`config.mk`:
```
export PLATFORM = sky130hd
export DESIGN_NAME = alu_issue_ctrl
export DESIGN_NICKNAME = d
export VERILOG_FILES = /design/src/rtl/alu_issue_ctrl.sv
export SDC_FILE = /design/constraint.sdc
export NUM_CORES = 1
export LEC_CHECK = 0
export CORE_MARGIN = 1.5
export CORE_UTILIZATION = 39
export DETAILED_ROUTE_END_ITERATION = 10
export GPL_TIMING_DRIVEN = 0
export PLACE_DENSITY_LB_ADDON = 0.1
export SLEW_MARGIN = 20
export SYNTH_ARGS = -nofsm -noshare
export SYNTH_HDL_FRONTEND = slang
export SYNTH_SLANG_ARGS = --single-unit
```
`constraint.sdc`:
```
create_clock -name clk -period 2 [get_ports clk]
set_input_delay 0.6 -clock clk [delete_from_list [all_inputs] [get_ports clk]]
set_output_delay 0.6 -clock clk [all_outputs]
set_load 0.005 [all_outputs]
```
`src/rtl/alu_issue_ctrl.sv`:
```
// Single-issue front end for the 8-bit ALU: decodes one instruction, reads the
// 4-entry register file, drives the ALU, then writes back or resolves BEQ.
module alu_issue_ctrl #(
    parameter int DATA_W = 8,
    parameter int REG_AW = 2,
    parameter int IMM_W  = 8
) (
    input  logic              clk,
    input  logic              rst_n,
    input  logic              instr_valid,
    output logic              instr_ready,
    input  logic [15:0]       instr,
    output logic [DATA_W-1:0] alu_a,
    output logic [DATA_W-1:0] alu_b,
    output logic [2:0]        alu_ctrl,
    input  logic [DATA_W-1:0] alu_out,
    input  logic              alu_eq,
    output logic              rsp_valid,
    input  logic              rsp_ready,
    output logic [DATA_W-1:0] rsp_result,
    output logic [REG_AW-1:0] rsp_rd,
    output logic              rsp_wb,
    output logic              branch_taken,
    output logic [IMM_W-1:0]  branch_target,
    input  logic [REG_AW-1:0] dbg_sel,
    output logic [DATA_W-1:0] dbg_data
);

    localparam int          NREG   = 1 << REG_AW;
    localparam logic [2:0]  OP_BEQ = 3'd7;

    typedef enum logic [1:0] {
        IDLE = 2'd0,
        EXEC = 2'd1,
        RESP = 2'd2
    } state_t;

    state_t state_reg, state_next;

    // Instruction fields; the 16-bit format fixes the bit positions.
    logic [2:0]        f_op;
    logic [REG_AW-1:0] f_rd;
    logic [REG_AW-1:0] f_rs;
    logic [REG_AW-1:0] f_rt;
    logic              f_use_imm;
    logic [IMM_W-1:0]  f_imm;

    assign f_op      = instr[15:13];
    assign f_rd      = instr[12:11];
    assign f_rs      = instr[10:9];
    assign f_use_imm = instr[8];
    assign f_imm     = instr[IMM_W-1:0];
    assign f_rt      = instr[REG_AW-1:0];

    logic [DATA_W-1:0] regs_reg [NREG];

    logic [2:0]        op_reg;
    logic [REG_AW-1:0] rd_reg;
    logic [IMM_W-1:0]  target_reg;
    logic [DATA_W-1:0] alu_a_reg, alu_b_reg;
    logic [2:0]        alu_ctrl_reg;
    logic              rsp_valid_reg;
    logic [DATA_W-1:0] rsp_result_reg;
    logic [REG_AW-1:0] rsp_rd_reg;
    logic              rsp_wb_reg;
    logic              branch_taken_reg;
    logic [IMM_W-1:0]  branch_target_reg;

    logic              accept;
    logic              in_exec;
    logic              rsp_done;
    logic              is_beq_reg;
    logic [DATA_W-1:0] opa_next, opb_next;
    logic [NREG-1:0]   wr_en;

    assign accept     = instr_valid && (state_reg == IDLE);
    assign in_exec    = (state_reg == EXEC);
    assign rsp_done   = (state_reg == RESP) && rsp_ready;
    assign is_beq_reg = (op_reg == OP_BEQ);

    // BEQ compares reg[rd] against reg[rs]; its imm is the branch target.
    always_comb begin
        opa_next = regs_reg[f_rs];
        opb_next = f_use_imm ? DATA_W'(f_imm) : regs_reg[f_rt];
        if (f_op == OP_BEQ) begin
            opa_next = regs_reg[f_rd];
            opb_next = regs_reg[f_rs];
        end
    end

    always_ff @(posedge clk or negedge rst_n) begin
        if (!rst_n) begin
            state_reg <= IDLE;
        end else begin
            state_reg <= state_next;
        end
    end

    always_comb begin
        state_next = state_reg;
        case (state_reg)
            IDLE:    if (instr_valid) state_next = EXEC;
            EXEC:    state_next = RESP;
            RESP:    if (rsp_ready) state_next = IDLE;
            default: state_next = IDLE;
        endcase
    end

    // Operand capture at accept; ALU inputs then hold until the next accept.
    always_ff @(posedge clk or negedge rst_n) begin
        if (!rst_n) begin
            op_reg       <= '0;
            rd_reg       <= '0;
            target_reg   <= '0;
            alu_a_reg    <= '0;
            alu_b_reg    <= '0;
            alu_ctrl_reg <= '0;
        end else if (accept) begin
            op_reg       <= f_op;
            rd_reg       <= f_rd;
            target_reg   <= f_imm;
            alu_a_reg    <= opa_next;
            alu_b_reg    <= opb_next;
            alu_ctrl_reg <= f_op;
        end
    end

    // Response registers: loaded at the EXEC edge, held until consumed.
    always_ff @(posedge clk or negedge rst_n) begin
        if (!rst_n) begin
            rsp_valid_reg     <= 1'b0;
            rsp_result_reg    <= '0;
            rsp_rd_reg        <= '0;
            rsp_wb_reg        <= 1'b0;
            branch_taken_reg  <= 1'b0;
            branch_target_reg <= '0;
        end else if (in_exec) begin
            rsp_valid_reg <= 1'b1;
            rsp_rd_reg    <= rd_reg;
            if (is_beq_reg) begin
                rsp_result_reg    <= '0;
                rsp_wb_reg        <= 1'b0;
                branch_taken_reg  <= alu_eq;
                branch_target_reg <= target_reg;
            end else begin
                rsp_result_reg    <= alu_out;
                rsp_wb_reg        <= 1'b1;
                branch_taken_reg  <= 1'b0;
                branch_target_reg <= '0;
            end
        end else if (rsp_done) begin
            rsp_valid_reg    <= 1'b0;
            branch_taken_reg <= 1'b0;
        end
    end

    genvar gi;
    generate
        for (gi = 0; gi < NREG; gi++) begin : g_wr_en
            assign wr_en[gi] = in_exec && !is_beq_reg && (rd_reg == REG_AW'(gi));
        end
    endgenerate

    always_ff @(posedge clk or negedge rst_n) begin
        if (!rst_n) begin
            for (int i = 0; i < NREG; i++) begin
                regs_reg[i] <= '0;
            end
        end else begin
            for (int i = 0; i < NREG; i++) begin
                if (wr_en[i]) begin
                    regs_reg[i] <= alu_out;
                end
            end
        end
    end

    assign instr_ready   = (state_reg == IDLE);
    assign alu_a         = alu_a_reg;
    assign alu_b         = alu_b_reg;
    assign alu_ctrl      = alu_ctrl_reg;
    assign rsp_valid     = rsp_valid_reg;
    assign rsp_result    = rsp_result_reg;
    assign rsp_rd        = rsp_rd_reg;
    assign rsp_wb        = rsp_wb_reg;
    assign branch_taken  = branch_taken_reg;
    assign branch_target = branch_target_reg;
    assign dbg_data      = regs_reg[dbg_sel];

endmodule

```
# Word level (Yosys, flattened, before mapping)
# Cells that the tools add are included.
# W data, S select, Z words.
[op_classes]
eq_ne = 9
n_reduce_logical = 12
n_bitwise = 4
magnitude_cmp = 4
muxes = 25
[op_table]
columns = ["op", "n"]
rows = [
  ["$mux W8", 13],
  ["$bmux W8 S2", 4],
  ["$ge A3 B3 Y1 const B", 4],
  ["$not A2 Y3", 4],
  ["$logic_and A1 B1 Y1", 7],
  ["$eq A2 B2 Y1 const B", 3],
  ["$eq A3 B3 Y1 const B", 2],
  ["$pmux W2 S3", 1],
  ["$mux W1", 5],
  ["$eq A2 B1 Y1 const B", 2],
  ["$logic_not A2 Y1", 2],
  ["$mux W2", 2],
  ["$ne A2 B2 Y1 const B", 2],
  ["$reduce_and A2 Y1", 1],
  ["$reduce_bool A2 Y1", 1],
  ["$logic_not A1 Y1", 1],
]
[word_totals]
regBits = 84
wordCells = 70

# Longest topological paths before layout
# Gate-level depths: netlist (run 1).
[depth]
depth_word = 6
depth_mapped = 6
depth_no_buf = 4

# Worst setup path after synthesis (run 1)
# No wires, ideal clock.
[synth_timing]
path_kind = "input port to output port"
from = "input dbg_sel[0]"
to = "output dbg_data[0]"
required_ps = 1400
t_arrival_ps = 1360
path_buffers = 1
path_slack_ps = 40
path_stages = 2
path_cell_list = "buf_2 > mux4_2"
[synth_between]
elab_chain_len = 4
[synth_rtl]
columns = ["item", "line_no", "text"]
rows = [
  ["from (decl)", "25", "input logic [REG_AW-1:0] dbg_sel,"],
  ["$not A2 Y3 (not written as such)", "188", "assign dbg_data = regs_reg[dbg_sel];"],
  ["$bmux W8 S2", "188", ""],
  ["$mux W8 (not written as such) (2 in series)", "188", ""],
  ["to (decl)", "26", "output logic [DATA_W-1:0] dbg_data"],
]
# No other way between the ends. The select of a mux whose other input is x is not followed.

# Final worst setup path (run 1)
[layout_timing]
from = "input dbg_sel[0]"
to = "output dbg_data[7]"
# The elaborated chain is that of the path after synthesis.

==> impl_results.md, run 1 <==
- Clock buffer depth: 2
- Post-synthesis sequential area ratio: 0.515
- Setup_tns: 0 ns
- Family with the most delay on the worst path: multiplexers
- Finish-stage setup viols: 0
- Hold/Removal Path Class: primary input to async pin
- Req. time, crit path: 1.40 ns
- Reg clk slew, reported paths: 0.09 ns
- # hold bufs at CTS: 0
- FF-to-FF path depth: 5
- Max Fclk: 505 MHz
- Slew headroom: 0.496
- Total power density per cell area: 1490 nW/µm²
- CTS H-tree depth: 3
- Critical path arrival: 1.38 ns
- Netlist cell types: 30
- GRT Resource Usage Total: 0.212
- Share of cells above drive strength 1: 0.349
- Top FF cell, synth: dfrtp_1
- Clock Latency Late Sink: 0.36 ns
- Flops & latches, synth: 84
- Drt first pass iters: 4
- Die Y: 105 µm
- Effective utilization at floorplan: 0.399
- Ys Warns: 0
- Critical path startpoint category: primary input
- Async S/R FF share, synth: 1.00
- Worst-margin pin slew: between 0.7 and 0.8 ns
- Post-synthesis instance area: between 4000 and 5000 µm²
- WL final: 11100 µm
- Finished Layout Cells: 560
- Row cnt: 37
- Mapped Cells: 299
- Nets: 450
- Critical Path Max Stage Delay: 0.52 ns
- Io pins: 80
- Flop-to-flop setup slack: 0.09 ns
- Reg2reg end: regs_reg[15]
- Vias in the first global route: 3118
- Hpwl dp: 7380 µm
- Outcome: completed
- Via density: 5.31
- WP buf/inv: 2
- Placed insts: 508
- Leak Pwr: 2.42 nW
- Slowest CP cell: mux4_2
- Most frequent cells in the layout: 84 x dfrtp_1, 62 x clkdlybuf4s50_1, 43 x buf_4
- Crit path time final: ~2 ns
- Critical setup path kind: primary input to primary output
- DRC: 0
- GRT overflow: 0
- Fin crit share: 0.990
- Post-synth EDFFs: 0
- VDD IR max: a little under 0.0006 V
- DR iter-0 viols: 113
- Port Buffers: 72
- Filler Cells Inserted: 915
- Largest net degree at the start of global routing: 57
- Placer Congestion: between 0.7 and 0.8
- # diodes: 0
- Max reg flops: 32
- Most common cell after layout, fill and taps aside: dfrtp_1
- Core ar.: 10200 µm²
- First-pass GRT wire length: roughly 18000 µm
- Final hold vios: 0
- Unrepaired setup endpoints after global routing: true
- Clock buffer count from CTS: 9
- Synth-to-Final Area Change: 35.5%
- CTS Root Cell: clkbuf_8
- Crit-path max FO: 8
- Avg Synthesized Cell Area: 13.7 µm²
- Die area: 11100 µm²
- Clock Skews: 0.0137 ns
- Routed Antenna Nets: 0
- Initial antenna violation count: 0
- CTS tree: done
- Synthesized Nets: 330
- Via count: 2974
- Max-slew violations: 0
- Max_cap viols: 0
- Critical path origin: dbg_sel[0]
- Reg2Reg Launch Point: state_reg[1]
- Cell breakdown of the critical path: buf_12, mux4_2, buf_6
- WL/cell: 19.8 µm
- Sink Count: 84
- Setup crit end kind: primary output
- Hold slack: roughly 0.15 ns
- Die Wd: about 110 µm
[worst reg2reg max path, delay by kind of cell, from the launching register on]
kind / cells / cell delay [ns]
mux: 1 / 0.46
flops: 1 / 0.41
simple gates: 3 / 0.77
buf+inv: 1 / 0.15
[cells in the mapped netlist, types with 3 or more instances]
| master | instances | area share |
|---|---|---|
| clkbuf_1 | 9 | 0.0083 |
| and2_1 | 7 | 0.011 |
| mux4_2 | 30 | 0.17 |
| nor2_1 | 6 | 0.0055 |
| o22ai_1 | 6 | 0.0092 |
| a221o_1 | 7 | 0.017 |
| dfrtp_1 | 84 | 0.51 |
| o21ai_0 | 7 | 0.0086 |
| buf_2 | 9 | 0.011 |
| a22o_1 | 16 | 0.034 |
| mux2_2 | 34 | 0.094 |
| nand2_1 | 41 | 0.038 |
| a21oi_1 | 7 | 0.0086 |
| buf_4 | 3 | 0.0055 |
| nand3b_1 | 4 | 0.0074 |
| mux2i_1 | 11 | 0.027 |
[where the power goes]
part	switching, mW	internal, mW	total, mW
clock network	0.634	0.808	1.44
logic	1.49	2.40	3.89
registers	0.460	2.47	2.93
total	2.58	5.68	8.27
[layout make-up]
class,instances,area (µm²),share of cell area
buffer,21,130,0.0235
clock buffer,13,169,0.0305
clock inverter,3,67.6,0.0122
inverter,2,7.51,0.00136
multi-input combinational,191,1890,0.341
sequential,84,2100,0.380
tap,136,170,0.0307
timing repair buffer,110,1000,0.181
[per-layer routing]
layer / share of wire / up-vias / global-route usage
met5: 0 / - / 0
met4: 0.015 / 0 / 0.0812
met3: 0.040 / 13 / 0.0284
met2: 0.47 / 96 / 0.336
met1: 0.48 / 1503 / 0.299
li1: - / 1362 / -
[cells by family after synthesis]
| logic type | after synthesis | share of synthesized area |
|---|---|---|
| mux | 75 | 0.286 |
| flops | 84 | 0.515 |
| buf+inv | 24 | 0.0276 |
| simple gates | 69 | 0.0858 |
| compound gates | 47 | 0.0858 |
[metrics by stage]
step / cell area [µm²] / total power [mW] / setup slack, ns / utilization
after floorplan: 4080 / 4.85 / 0.0399 / -
after global placement: 4970 / 6.27 / -2.78 / 0.486
after detailed placement: 5000 / 6.36 / -0.573 / 0.489
after CTS: 5490 / 8.24 / 0.0161 / 0.536
after global routing: 5530 / 8.79 / -0.00732 / 0.541
final: 5530 / 8.27 / 0.0208 / 0.541
[what timing repair did]
action | CTS | global route
hold endpoints to repair | 0 | 0
resized for setup | 45 | 9
buffers inserted | 35 | 2
setup endpoints to repair | 24 | 23
[worst max-delay path by stage]
stage	to	slack, ns	cells past startpoint
2_1_floorplan	dbg_data[0]	0.04	2
6_report	dbg_data[7]	0.02	3
3_5_place_dp	alu_a[0]	-0.57	6
5_1_grt	dbg_data[2]	-0.007	2
3_3_place_gp	rsp_result[1]	-2.78	1
4_1_cts	alu_a[3]	0.02	5
Note: power is estimated with default switching activity, not from simulation.
==> run 2, diff against run 1 <==
--- a/config.mk
+++ b/config.mk
@@ -9,7 +9,7 @@
 export CORE_UTILIZATION = 39
 export DETAILED_ROUTE_END_ITERATION = 10
 export GPL_TIMING_DRIVEN = 0
-export PLACE_DENSITY_LB_ADDON = 0.1
+export PLACE_DENSITY = 0.66
 export SLEW_MARGIN = 20
 export SYNTH_ARGS = -nofsm -noshare
 export SYNTH_HDL_FRONTEND = slang
==> run 2 against run 1 <==
Worst setup slack worse by 0.0024 ns. Clock power shrank 15%. Maximum frequency down 0.12%. Sequential power hardly changed. Register-to-register slack improved by 0.08 ns. Cell count fell by 0.54%. Sequential share of layout area rose by 0.50 points. Largest power group unchanged.
==> impl_results.md, run 2 (same netlist as run 1, synthesis figures left out) <==
- Outcome: completed
- Die Wd: 105 µm (unchanged)
- Clock buffer count from CTS: 9 (unchanged)
- Crit-path max FO: 8 (unchanged)
- Vias in the first global route: 3144 (+0.83%)
- Clock Skews: 0.00879 ns (-0.00494 ns)
- Max reg flops: 32 (unchanged)
- Effective utilization at floorplan: 0.399 (unchanged)
- Port Buffers: 72 (unchanged)
- Initial antenna violation count: 0 (unchanged)
- Crit path time final: 1.98 ns (+0.00241 ns)
- WL/cell: 19.6 µm (-0.69%)
- Most frequent cells in the layout: 84 x dfrtp_1, 62 x clkdlybuf4s50_1, 41 x nand2_1
- CTS tree: done
- Critical path startpoint category: primary input
- Clock buffer depth: 2 (unchanged)
- Reg clk slew, reported paths: 0.09 ns (about the same)
- Most common cell after layout, fill and taps aside: dfrtp_1
- Setup crit end kind: primary output
- Largest net degree at the start of global routing: 50 (-12%)
- # diodes: 0 (unchanged)
- First-pass GRT wire length: 17300 µm (-1.3%)
- Hold/Removal Path Class: primary input to async pin
- Hold slack: 0.204 ns (+0.0515 ns)
- Critical path arrival: 1.38 ns (about the same)
- Reg2reg end: regs_reg[13]
- Max-slew violations: 0 (unchanged)
- VDD IR max: 0.000760 V (+30%)
- DP Worst Slack: -0.564 ns (+0.00942 ns)
- Nets: 447 (-0.67%)
- Max_cap viols: 0 (unchanged)
- Total power draw: 8.00 mW (-3.2%)
- Hpwl dp: 7290 µm (-1.3%)
- Die area: 11100 µm² (unchanged)
- Share of cells above drive strength 1: 0.342 (-0.00701)
- Fin crit share: 0.991 (+0.00120)
- Finished Layout Cells: 557 (-0.54%)
- Min setup slack post-route: 0.0184 ns (-0.00241 ns)
- Req. time, crit path: 1.40 ns (about the same)
- Placer Congestion: 0.851 (+12%)
- Critical path origin: dbg_sel[0]
- Reg2Reg Launch Point: state_reg[1]
- Io pins: 80 (unchanged)
- Placed insts: 508 (unchanged)
- Drt first pass iters: 4 (unchanged)
- FF-to-FF path depth: 5 (unchanged)
- Leak Pwr: 2.39 nW (-1.3%)
- Via count: 3051 (+2.6%)
- Die Y: 105 µm (unchanged)
- Final Cell Area: 5460 µm² (-1.3%)
- CTS Root Cell: clkbuf_8
- # hold bufs at CTS: 0 (unchanged)
- Core Util, Final: 0.534 (-0.00697)
- Critical setup path kind: primary input to primary output
- GRT Resource Usage Total: 0.209 (-0.00328)
- Post-place instance area: 5000 µm² (unchanged)
- Max Fclk: 505 MHz (-0.12%)
- DRC: 0 (unchanged)
- Slew headroom: 0.532 (+0.0359)
- Via density: 5.48 (+3.1%)
- Flop-to-flop setup slack: 0.17 ns (+0.08 ns)
- Routed Antenna Nets: 0 (unchanged)
- Finish-stage setup viols: 0 (unchanged)
- Row cnt: 37 (unchanged)
- GRT overflow: 0 (unchanged)
- Worst-margin pin slew: 0.703 ns (-0.0539 ns)
- Sink Count: 84 (unchanged)
- CTS H-tree depth: 3 (unchanged)
- Setup_tns: 0 ns (unchanged)
- DR iter-0 viols: 166 (+47%)
- WL final: 10900 µm (-1.2%)
- Unrepaired setup endpoints after global routing: true
- Final hold vios: 0 (unchanged)
- Total power density per cell area: 1470 nW/µm² (-1.9%)
- Synth-to-Final Area Change: 33.8%
- Core ar.: 10200 µm² (unchanged)
- Clock Latency Late Sink: 0.35 ns (about the same)
-- run 2: cell types whose count changed in the layout (fill, tap and decap cells not counted) --
cell,previous run,this run
buf_4,43,40
clkbuf_8,12,10
clkinv_2,0,2
buf_2,13,14
buf_6,1,0
bufinv_16,2,1
clkbuf_1,7,8
clkinv_4,0,1
clkinvlp_4,1,0
-- run 2: timing repair --
| action | 4_1_cts | 5_1_grt |
|---|---|---|
| endpoints found under the setup margin | 24 | 27 |
| setup buffers | 30 | 4 |
| cloned | 0 | 0 |
| pin swaps | 1 | 0 |
| gates resized for setup | 45 | 8 |
-- run 2: per-layer routing --
| layer | routed length, µm | vias up | share of wire | track usage |
|---|---|---|---|---|
| met5 | 0 | - | 0 | 0 |
| met4 | 150 | 0 | 0.014 | 0.0665 |
| met3 | 482 | 11 | 0.044 | 0.0278 |
| met2 | 5560 | 100 | 0.51 | 0.355 |
| met1 | 4740 | 1578 | 0.43 | 0.279 |
| li1 | - | 1362 | - | - |
-- run 2: critical path: stages --
cell	delay, ns
buf_12	0.12
mux4_2	0.51
buf_2	0.14
-- run 2: layout make-up --
class	count	area, µm²
flip-flops and latches	84	2100
well taps	136	170
fillers	868	4770
repair buffers	107	972
plain buffers	21	130
clock inverters	4	48.8
inverters	2	7.51
clock buffers	12	145
multi-input cells	191	1890
-- run 2: where the power goes --
part / leakage, nW / total [mW] / switching, mW / internal, mW
Clock: 0.100 / 1.22 / 0.609 / 0.611
Sequential: 1.02 / 2.94 / 0.465 / 2.47
Combinational: 1.26 / 3.84 / 1.48 / 2.36
Total: 2.39 / 8.00 / 2.56 / 5.44
-- run 2: worst max path at each step --
stage               depth (start not counted)          end
floorplan                                   2  dbg_data[0]
global placement                            1       rsp_wb
detailed placement                          6     alu_a[5]
CTS                                         3  dbg_data[6]
global route                                2  dbg_data[1]
finish                                      3  dbg_data[6]
==> run 3, diff against run 2 <==
--- a/config.mk
+++ b/config.mk
@@ -8,9 +8,10 @@
 export CORE_MARGIN = 1.5
 export CORE_UTILIZATION = 39
 export DETAILED_ROUTE_END_ITERATION = 10
-export GPL_TIMING_DRIVEN = 0
+export HOLD_SLACK_MARGIN = 0.02
 export PLACE_DENSITY = 0.66
 export SLEW_MARGIN = 20
 export SYNTH_ARGS = -nofsm -noshare
 export SYNTH_HDL_FRONTEND = slang
 export SYNTH_SLANG_ARGS = --single-unit
+export TNS_END_PERCENT = 1
==> run 3 against run 2 <==
The run now ends with setup timing left. Clock power is 14% higher. Non-clock buffer count grew 7. Design area increased by 3.8%. Sequential share of layout area down 1.4 points. Global-route usage down 0.67 points. Maximum frequency is 6.5% lower. Die area stayed put. Register-to-register slack about the same. Critical path type unchanged.
==> impl_results.md, run 3 (same netlist as run 1, synthesis figures left out) <==
- Share of cells above drive strength 1: 0.348 (+0.00609)
- Effective utilization at floorplan: 0.399 (unchanged)
- DP Worst Slack: -0.839 ns (-0.276 ns)
- Cell breakdown of the critical path: buf_8, buf_8, buf_6, mux4_2, buf_2
- Routed Antenna Nets: 0 (unchanged)
- Multi-input combinational cell area: 1870 µm² (-0.80%)
- Clock buffer depth: 2 (unchanged)
- Core ar.: 10200 µm² (unchanged)
- GRT Resource Usage Total: 0.202 (-0.00669)
- Drt first pass iters: 4 (unchanged)
- Hold/Removal Path Class: primary input to async pin
- Hold slack: 0.249 ns (+0.0457 ns)
- Io pins: 80 (unchanged)
- WL final: 10700 µm (-2.0%)
- Max reg flops: 32 (unchanged)
- Crit path time final: 2.12 ns (+0.137 ns)
- First-pass GRT wire length: 16900 µm (-2.5%)
- GRT overflow: 0 (unchanged)
- Via count: 3027 (-0.79%)
- Clock Latency Late Sink: 0.35 ns (about the same)
- Max_cap viols: 0 (unchanged)
- Initial antenna violation count: 0 (unchanged)
- Via density: 5.37 (-2.0%)
- Finish-stage setup viols: 8 (+8)
- VDD IR max: 0.000639 V (-16%)
- Filler Cells Inserted: 835 (-3.8%)
- Core Util, Final: 0.554 (+0.0202)
- DRC: 0 (unchanged)
- CTS H-tree depth: 3 (unchanged)
- CTS tree: done
- Slowest CP cell: mux4_2
- Row cnt: 37 (unchanged)
- Max Fclk: 472 MHz (-6.5%)
- Worst-margin pin slew: 0.559 ns (-0.144 ns)
- Die Wd: 105 µm (unchanged)
- Storage element area: 2100 µm² (unchanged)
- Fin crit share: 1.06 (+0.0685)
- Placer Congestion: 0.841 (-1.1%)
- Synth-to-Final Area Change: 38.8%
- Met2 Usage GRT: 0.332 (-0.0224)
- Met1 usage: 0.269 (-0.00968)
- Die Y: 105 µm (unchanged)
- Min setup slack post-route: -0.119 ns (-0.137 ns)
- Global routing's busiest layer: met2
- Sink Count: 84 (unchanged)
- Most frequent cells in the layout: 84 x dfrtp_1, 67 x clkdlybuf4s50_1, 43 x buf_4
- Slew headroom: 0.626 (+0.0947)
- Most common cell after layout, fill and taps aside: dfrtp_1
- DR iter-0 viols: 146 (-12%)
- Total power density per cell area: 1430 nW/µm² (-2.6%)
- Unrepaired setup endpoints after global routing: true
- Clock buffer count from CTS: 9 (unchanged)
- Vias in the first global route: 3055 (-2.8%)
- Met3 Use GR: 0.0328 (+0.00495)
- Req. time, crit path: 1.40 ns (about the same)
- Critical Path Max Stage Delay: 0.49 ns (-0.02 ns)
- Setup crit end kind: primary output
- Failing checks: setup timing
- Leak Pwr: 2.48 nW (+3.8%)
- WL/cell: 19.0 µm (-3.3%)
- Reg clk slew, reported paths: 0.09 ns (about the same)
- Hpwl dp: 7510 µm (+3.1%)
- Clock Skews: 0.00935 ns (+0.000561 ns)
- Crit-path max FO: 5 (-3)
- # diodes: 0 (unchanged)
- Outcome: complete, but fails checks
- Critical setup path kind: primary input to primary output
- Largest net degree at the start of global routing: 85 (+70%)
- Top cell by count, worst path: buf_8
- Max-slew violations: 0 (unchanged)
- Die area: 11100 µm² (unchanged)
- Critical path startpoint category: primary input
- Final hold vios: 0 (unchanged)
- Nets: 454 (+1.6%)
- Port Buffers: 79 (+9.7%)
- CTS Root Cell: clkbuf_8
- Critical path arrival: 1.52 ns (+0.14 ns)
## run 3: worst max-delay path: cells and delay by family
family | cells | cell delay [ns]
muxes | 1 | 0.49
buffers and inverters | 4 | 0.42
## run 3: layout make-up
type                            instances  share of cell area
Multi-Input combinational cell        191               0.330
Tap cell                              136              0.0300
Clock buffer                           13              0.0280
Inverter                                2             0.00132
Sequential cell                        84               0.371
Clock inverter                          3              0.0121
Timing Repair Buffer                  135               0.228
## run 3: path summary, 6_finish.rpt
kind / from / end / slack [ns] / cells past startpoint
worst max-delay path: dbg_sel[0] / dbg_data[5] / -0.12 / 5
worst min-delay path: rst_n / alu_ctrl[2] / 0.25 / 2
worst max register to register: state_reg[1] / regs_reg[8] / 0.18 / 6
worst min register to register: target_reg[3] / target_reg[3] / 0.48 / 2
max in group asynchronous: rst_n / rsp_result[1] / 1.36 / 2
min in group clk: target_reg[3] / target_reg[3] / 0.48 / 2
## run 3: report_power, final
group	internal, mW	leakage (nW)	switching [mW]	total (mW)
sequential	2.47	1.02	0.573	3.05
clock	0.776	0.114	0.610	1.39
combinational	2.32	1.34	1.34	3.65
## run 3: layer usage
layer  vias up  part of all wire
met2        84              0.49
met3        21             0.038
met4         0             0.022
met1      1547              0.45
met5         -                 0
li1       1375                 -
## run 3: stage by stage
stage / TNS [ns] / power [mW] / instances / instance area [µm²]
after global routing: -0.616 / 8.58 / 564 / 5670
after CTS: -0.813 / 8.18 / 564 / 5690
after floorplan: 0 / 4.85 / 299 / 4080
after global placement: -13.24 / 6.72 / 545 / 5420
final: -0.399 / 8.09 / 564 / 5670
after detailed placement: -13.58 / 6.83 / 545 / 5420
## run 3: timing repair
item / 4_1_cts / 5_1_grt
gates cloned: 0 / 0
resized for setup: 41 / 5
hold buffers: 0 / 0
buffers inserted: 3 / 0
setup endpoints to repair: 9 / 10
